===== config.mk =====
export PLATFORM = sky130hd
export DESIGN_NAME = adder_share_arb
export DESIGN_NICKNAME = d
export VERILOG_FILES = /design/src/rtl/adder_share_arb.sv
export SDC_FILE = /design/constraint.sdc
export NUM_CORES = 1
export LEC_CHECK = 0
export ABC_AREA = 0
export BUFFER_PORTS_ARGS = -buffer_cell sky130_fd_sc_hd__buf_4
export CAP_MARGIN = 20
export CORE_ASPECT_RATIO = 1.5
export CORE_MARGIN = 4
export CORE_UTILIZATION = 48
export CTS_CLUSTER_SIZE = 20
export DETAILED_ROUTE_END_ITERATION = 16
export HOLD_SLACK_MARGIN = 0.15
export PLACE_DENSITY_LB_ADDON = 0.3
export SLEW_MARGIN = 15
export SYNTH_ARGS = -nofsm -noshare
export SYNTH_HDL_FRONTEND = slang
export SYNTH_SLANG_ARGS = --single-unit

===== constraint.sdc =====
create_clock -name clk -period 4.7 [get_ports clk]
set_input_delay 0.47 -clock clk [delete_from_list [all_inputs] [get_ports clk]]
set_output_delay 0.47 -clock clk [all_outputs]
set_load 0.02 [all_outputs]

===== src/rtl/adder_share_arb.sv =====
// -----------------------------------------------------------------------------
// adder_share_arb
//
// Shares one external combinational 16-bit add/sub unit among NREQ requesters.
// A round-robin search picks one pending requester. Its operands go into
// registers that drive the adder. The adder outputs are captured one cycle
// later. The result is then offered on the response port, tagged with the
// requester index.
//
// Handshakes (valid/ready):
//   A transfer happens on a rising edge where valid and ready are both high.
//   The source holds valid and its payload stable until that edge.
//   req_ready never depends on the payload, only on req_valid and state.
//   rsp_valid never depends on rsp_ready.
//
// Ports:
//   clk, rst_n             clock, synchronous active-low reset
//   req_valid/req_ready    per-requester request handshake (ready is one-hot or 0)
//   req_A, req_B           packed operands, requester k at [W*k +: W]
//   req_ctrl               per-requester add(0)/sub(1) select
//   rsp_valid/rsp_ready    response handshake
//   rsp_id                 requester index of the result
//   rsp_sum/cout/ovf       captured adder outputs
//   add_A/add_B/add_ctrl   registered drive to the external adder
//   add_sum/cout/ovf       external adder outputs
//   busy                   high whenever the FSM is not IDLE
//   op_cnt                 completed-transaction counter (wraps)
//   dbg_state              current FSM state for observation
// -----------------------------------------------------------------------------
module adder_share_arb #(
   parameter int NREQ = 4,
   parameter int IDW  = 2,
   parameter int W    = 16
) (
   input  logic              clk,
   input  logic              rst_n,
   input  logic [NREQ-1:0]   req_valid,
   output logic [NREQ-1:0]   req_ready,
   input  logic [W*NREQ-1:0] req_A,
   input  logic [W*NREQ-1:0] req_B,
   input  logic [NREQ-1:0]   req_ctrl,
   output logic              rsp_valid,
   input  logic              rsp_ready,
   output logic [IDW-1:0]    rsp_id,
   output logic [W-1:0]      rsp_sum,
   output logic              rsp_cout,
   output logic              rsp_ovf,
   output logic [W-1:0]      add_A,
   output logic [W-1:0]      add_B,
   output logic              add_ctrl,
   input  logic [W-1:0]      add_sum,
   input  logic              add_cout,
   input  logic              add_ovf,
   output logic              busy,
   output logic [15:0]       op_cnt,
   output logic [1:0]        dbg_state
);

   typedef enum logic [1:0] {
      IDLE = 2'd0,
      EXEC = 2'd1,
      RESP = 2'd2
   } state_t;

   state_t         state;
   state_t         state_nxt;
   logic [IDW-1:0] rr_ptr;
   logic           gnt_found;
   logic [IDW-1:0] gnt_idx;

   // (base + off) mod NREQ. Both inputs are below NREQ, so one subtraction
   // is enough.
   function automatic logic [IDW-1:0] wrap_idx(input logic [IDW-1:0] base,
                                               input int off);
      int s;
      s = int'(base) + off;
      if (s >= NREQ) s = s - NREQ;
      return s[IDW-1:0];
   endfunction

   // Round-robin search starting at rr_ptr. The first set bit wins.
   always_comb begin
      gnt_found = 1'b0;
      gnt_idx   = '0;
      for (int i = 0; i < NREQ; i++) begin
         if (!gnt_found && req_valid[wrap_idx(rr_ptr, i)]) begin
            gnt_found = 1'b1;
            gnt_idx   = wrap_idx(rr_ptr, i);
         end
      end
   end

   // Next state and req_ready. Ready is suppressed while reset is asserted,
   // so no requester sees a handshake that the register stage will discard.
   always_comb begin
      state_nxt = state;
      req_ready = '0;
      case (state)
         IDLE: begin
            if (rst_n && gnt_found) begin
               state_nxt          = EXEC;
               req_ready[gnt_idx] = 1'b1;
            end
         end
         EXEC: state_nxt = RESP;
         RESP: if (rsp_ready) state_nxt = IDLE;
         default: state_nxt = IDLE;
      endcase
   end

   always_ff @(posedge clk) begin
      if (!rst_n) begin
         state    <= IDLE;
         rr_ptr   <= '0;
         add_A    <= '0;
         add_B    <= '0;
         add_ctrl <= 1'b0;
         rsp_id   <= '0;
         rsp_sum  <= '0;
         rsp_cout <= 1'b0;
         rsp_ovf  <= 1'b0;
         op_cnt   <= '0;
      end else begin
         state <= state_nxt;
         case (state)
            IDLE: begin
               if (gnt_found) begin
                  add_A    <= req_A[int'(gnt_idx)*W +: W];
                  add_B    <= req_B[int'(gnt_idx)*W +: W];
                  add_ctrl <= req_ctrl[gnt_idx];
                  rsp_id   <= gnt_idx;
                  // The winner moves to the lowest priority position.
                  rr_ptr   <= wrap_idx(gnt_idx, 1);
               end
            end
            EXEC: begin
               // add_* have been stable for a full cycle, so the adder has settled.
               rsp_sum  <= add_sum;
               rsp_cout <= add_cout;
               rsp_ovf  <= add_ovf;
            end
            RESP: begin
               if (rsp_ready) op_cnt <= op_cnt + 16'd1;
            end
            default: ;
         endcase
      end
   end

   assign rsp_valid = (state == RESP);
   assign busy      = (state != IDLE);
   assign dbg_state = state;

endmodule


==> run summary <==
STA
--------------------------------------------------------------------------------------------------------
Max frequency .............................................................................   0.3306 GHz
Worst setup slack after layout ............................................................     1.675 ns
Post-route worst hold slack ...............................................................    0.3847 ns
Relative max-transition margin ............................................................       29.69%
Max-slew violation count ..................................................................            0
Unrepaired setup endpoints after global routing ...........................................        false
Final clock period utilization by the worst path ..........................................       64.35%
Clock skew after layout ...................................................................  0.003348 ns
Final Hold Viols ..........................................................................            0
Setup_tns .................................................................................         0 ns
Minimum period implied by the final worst setup slack .....................................     3.025 ns
Transition at the pin with the smallest max-transition slack ..............................     1.055 ns
Final setup violation count ...............................................................            0

CLOCK TREE
--------------------------------------------------------------------------------------------------------
PostCTS Resize Cnt ........................................................................            0
Num CTS Buffers ...........................................................................            9
Total number of clock tree sinks ..........................................................           73
Hold buffer count at CTS ..................................................................            0
Count of H-tree levels built during CTS ...................................................            3
Post-CTS Setup Inserts ....................................................................            0
TritonCTS clock tree ......................................................................          yes
Root buffer selected by CTS ...............................................................    clkbuf_16
Clock latency on the worst-skew pair ......................................................      0.33 ns
Post-CTS clock slew at the launch and capture registers of the worst setup and hold paths .      0.06 ns
Largest buffer count on any clock path ....................................................            2

SYNTH
--------------------------------------------------------------------------------------------------------
Async S/R FF share, synth .................................................................           0%
Total of warnings raised by yosys .........................................................            0
Largest area contributor in the synthesized netlist .......................................      dfxtp_1
Synth cell types ..........................................................................           47
Ranking of synthesized cells by area ...................................................... dfxtp_1 35%, a211oi_1 12%, nand2_1 10%, o21ai_0 7.9%, and3_1 5.2%
Flip-flop and latch count after synthesis .................................................           73
Total standard cell area after synthesis ..................................................     4182 µm²
Top cell types by occurrence after synthesis .............................................. 115 x nand2_1, 73 x dfxtp_1, 66 x a211oi_1, 66 x o21ai_0, 40 x clkbuf_1
Top-count cell post-synth .................................................................      nand2_1
Mean Syn Cell Area ........................................................................    7.336 µm²
Post-synth EDFFs ..........................................................................            0
Number of cells produced by synthesis .....................................................          570
Area share of the largest cell type after synthesis .......................................       34.95%
Top FF cell, synth ........................................................................      dfxtp_1
Post-Syn Nets .............................................................................          728
Sequential fraction of the synthesis area .................................................       34.95%

POWER
--------------------------------------------------------------------------------------------------------
Cell-internal power .......................................................................     1.346 mW
Power dissipated by switching net loads ...................................................    0.6782 mW
Total leakage power .......................................................................     2.773 nW
Total power draw ..........................................................................     2.024 mW
Clock network power share .................................................................        30.8%
Comb pwr share ............................................................................        33.0%
Peak supply drop ..........................................................................     219.0 µV
PD cells .................................................................................. 329.2 nW/µm²
Fraction of power spent switching nets ....................................................       33.51%
Power share of the sequential group .......................................................        36.2%

FINAL LAYOUT
--------------------------------------------------------------------------------------------------------
Sequential cell area ......................................................................     1461 µm²
Final core utilization ....................................................................       72.62%
Final cell area excluding filler cells ....................................................     6147 µm²
Cell Count, Final, Fillers Out ............................................................          871
Antenna diode instance count ..............................................................            0
Share of final-layout standard cells stronger than drive strength 1 .......................       34.29%
Area growth syn-to-layout .................................................................       47.01%
Final-stage net count .....................................................................          919
Area used by multi-input combinational logic ..............................................     2446 µm²
Total of fill cells in the finished design ................................................          724

SETUP PATH
--------------------------------------------------------------------------------------------------------
Launching instance or port of the critical path ........................................... rr_ptr[0]$_SDFFE_PN0P_
Arrival time worst endpoint ...............................................................      2.55 ns
Kind of cell adding the most delay to the critical path ................................... compound AO/OA/AOI/OAI gates
Timing endpoint of the critical path ...................................................... req_ready[2]
Number of buffers and inverters on the critical path ......................................            2
Startpoint type of the worst setup path ...................................................     register
Largest fanout of any net on the critical path ............................................           37
Number of stages on the worst setup path ..................................................            5
Critical path's most frequent cell ........................................................       nor2_1
Critical-path cell with the highest stage delay ...........................................      o211a_1
Endpoint of the worst-slack reg-to-reg timing path ........................................ add_B[5]$_SDFFE_PN0P_
Crit path largest cell delay ..............................................................      0.92 ns
Worst Path Required .......................................................................      4.23 ns
Worst r2r src ............................................................................. rr_ptr[1]$_SDFFE_PN0P_
Critical path capture point type ..........................................................   output pin
Worst Reg2Reg Path Length in Cells ........................................................            4
Flop-to-flop setup slack ..................................................................      2.40 ns
Critical Setup Path Class .................................................................   reg -> out
Crit-path cells ........................................................................... inv_2, o211a_1, nor2_1, nor2_1, buf_4

ROUTE
--------------------------------------------------------------------------------------------------------
DR DRC count ..............................................................................            0
Count of routing violations after the opening detailed-route iteration ....................          338
Via density per instance ..................................................................        5.925
Drt first pass iters ......................................................................            5
Wire per inst .............................................................................     17.82 µm
Total via count in the routed design ......................................................         5161
Aggregate routed wire length ..............................................................     15520 µm
Detail Route Antenna Nets .................................................................            0

PLACED DESIGN
--------------------------------------------------------------------------------------------------------
Placer Congestion .........................................................................       0.9326
Pre-CTS WS ................................................................................     2.050 ns
Post-place instance area ..................................................................     5847 µm²
DP Cell Count .............................................................................          855
Detailed placement HPWL ...................................................................     11390 µm
Number of I/O port buffers ................................................................          233

GLOBAL ROUTING
--------------------------------------------------------------------------------------------------------
Congestion Overflow GR ....................................................................            0
Global routing usage summed across all routing layers .....................................       28.68%
First-pass GRT wire length ................................................................     23690 µm
Maximum number of pins on one net before global-route repair ..............................           44
Via count of the first global-routing pass ................................................         4939
Initial antenna violation count ...........................................................            0

OUTCOME
--------------------------------------------------------------------------------------------------------
Result of the run ......................................................................... finished, final reports clean

DIE
--------------------------------------------------------------------------------------------------------
Die X-Extent ..............................................................................     84.21 µm
Cell Rows .................................................................................           41
Core region area ..........................................................................     8464 µm²
Io pins ...................................................................................          234
Initial core utilization ..................................................................       49.40%
Full die area .............................................................................    10300 µm²
Height of the die .........................................................................     122.3 µm

HOLD PATH
--------------------------------------------------------------------------------------------------------
Kind of path behind the tightest hold check ...............................................    in -> reg

FLOW RUN
--------------------------------------------------------------------------------------------------------
Count of max-cap constraint violations ....................................................            0

worst min path at each step:
stage / depth (start not counted) / to / slack, ns / start
2_1_floorplan: 2 / rsp_id[0]$_SDFFE_PN0P_ / 0.53 / rsp_id[0]$_SDFFE_PN0P_
3_3_place_gp: 2 / rsp_sum[15]$_SDFFE_PN0N_ / 0.44 / rsp_sum[15]$_SDFFE_PN0N_
3_5_place_dp: 2 / rsp_sum[1]$_SDFFE_PN0N_ / 0.45 / rsp_sum[1]$_SDFFE_PN0N_
4_1_cts: 3 / rsp_sum[1]$_SDFFE_PN0N_ / 0.38 / add_sum[1]
5_1_grt: 3 / rsp_sum[8]$_SDFFE_PN0N_ / 0.39 / add_sum[8]
6_report: 3 / rsp_sum[1]$_SDFFE_PN0N_ / 0.38 / add_sum[1]
kinds of logic after synthesis:
logic type,synth area share (%)
adder cells (fa/ha/maj),0.2992
buffers and inverters,6.732
AO/OA/AOI/OAI,32.44
flip-flops,34.95
XOR/XNOR,1.885
AND/OR/NAND/NOR,23.46
multiplexers,0.2394
layout make-up:
class,instances,share of cell area [%]
multi-input cells,432,39.79
clock inverters,3,0.2850
inverters,5,0.3053
well taps,107,2.178
clock buffers,11,4.112
repair buffers,240,29.55
flip-flops and latches,73,23.77
cells in the final DEF, fill, tap and decap left out, drive strengths merged, types with 11 or more instances in the layout:
cell,n
buf,240
nand2,115
nor2,16
o21ai,71
and3,35
a21oi,31
a211oi,66
clkbuf,11
a31oi,34
dfxtp,73
tightest hold or removal path, stage by stage:
cell	delay (ns)
buf_4	0.11
nand2_1	0.04
a21oi_1	0.05
state kept, by name (all words and copies together), names as in the netlist:
signal	cells
add_A	16
add_B	16
op_cnt	16
rsp_sum	16
dbg_state	2
rr_ptr	2
rsp_id	2
add_ctrl	1
rsp_cout	1
rsp_ovf	1
layer usage:
layer / global-route usage, % / up-vias / share of wire (%)
li1: - / 2454 / -
met2: 52.47 / 313 / 53
met4: 11.97 / 0 / 2.8
met5: 0 / - / 0
met3: 5.843 / 40 / 9.3
met1: 32.07 / 2354 / 35
power groups by stage:
stage	clock [mW]	sequential [mW]	combinational, mW
2_1_floorplan	0	0.807	0.304
3_3_place_gp	0	0.740	0.644
3_5_place_dp	0	0.743	0.656
4_1_cts	0.632	0.732	0.657
5_1_grt	0.657	0.739	0.720
6_report	0.622	0.733	0.668
No activity file was read; power rests on OpenSTA's default activity.
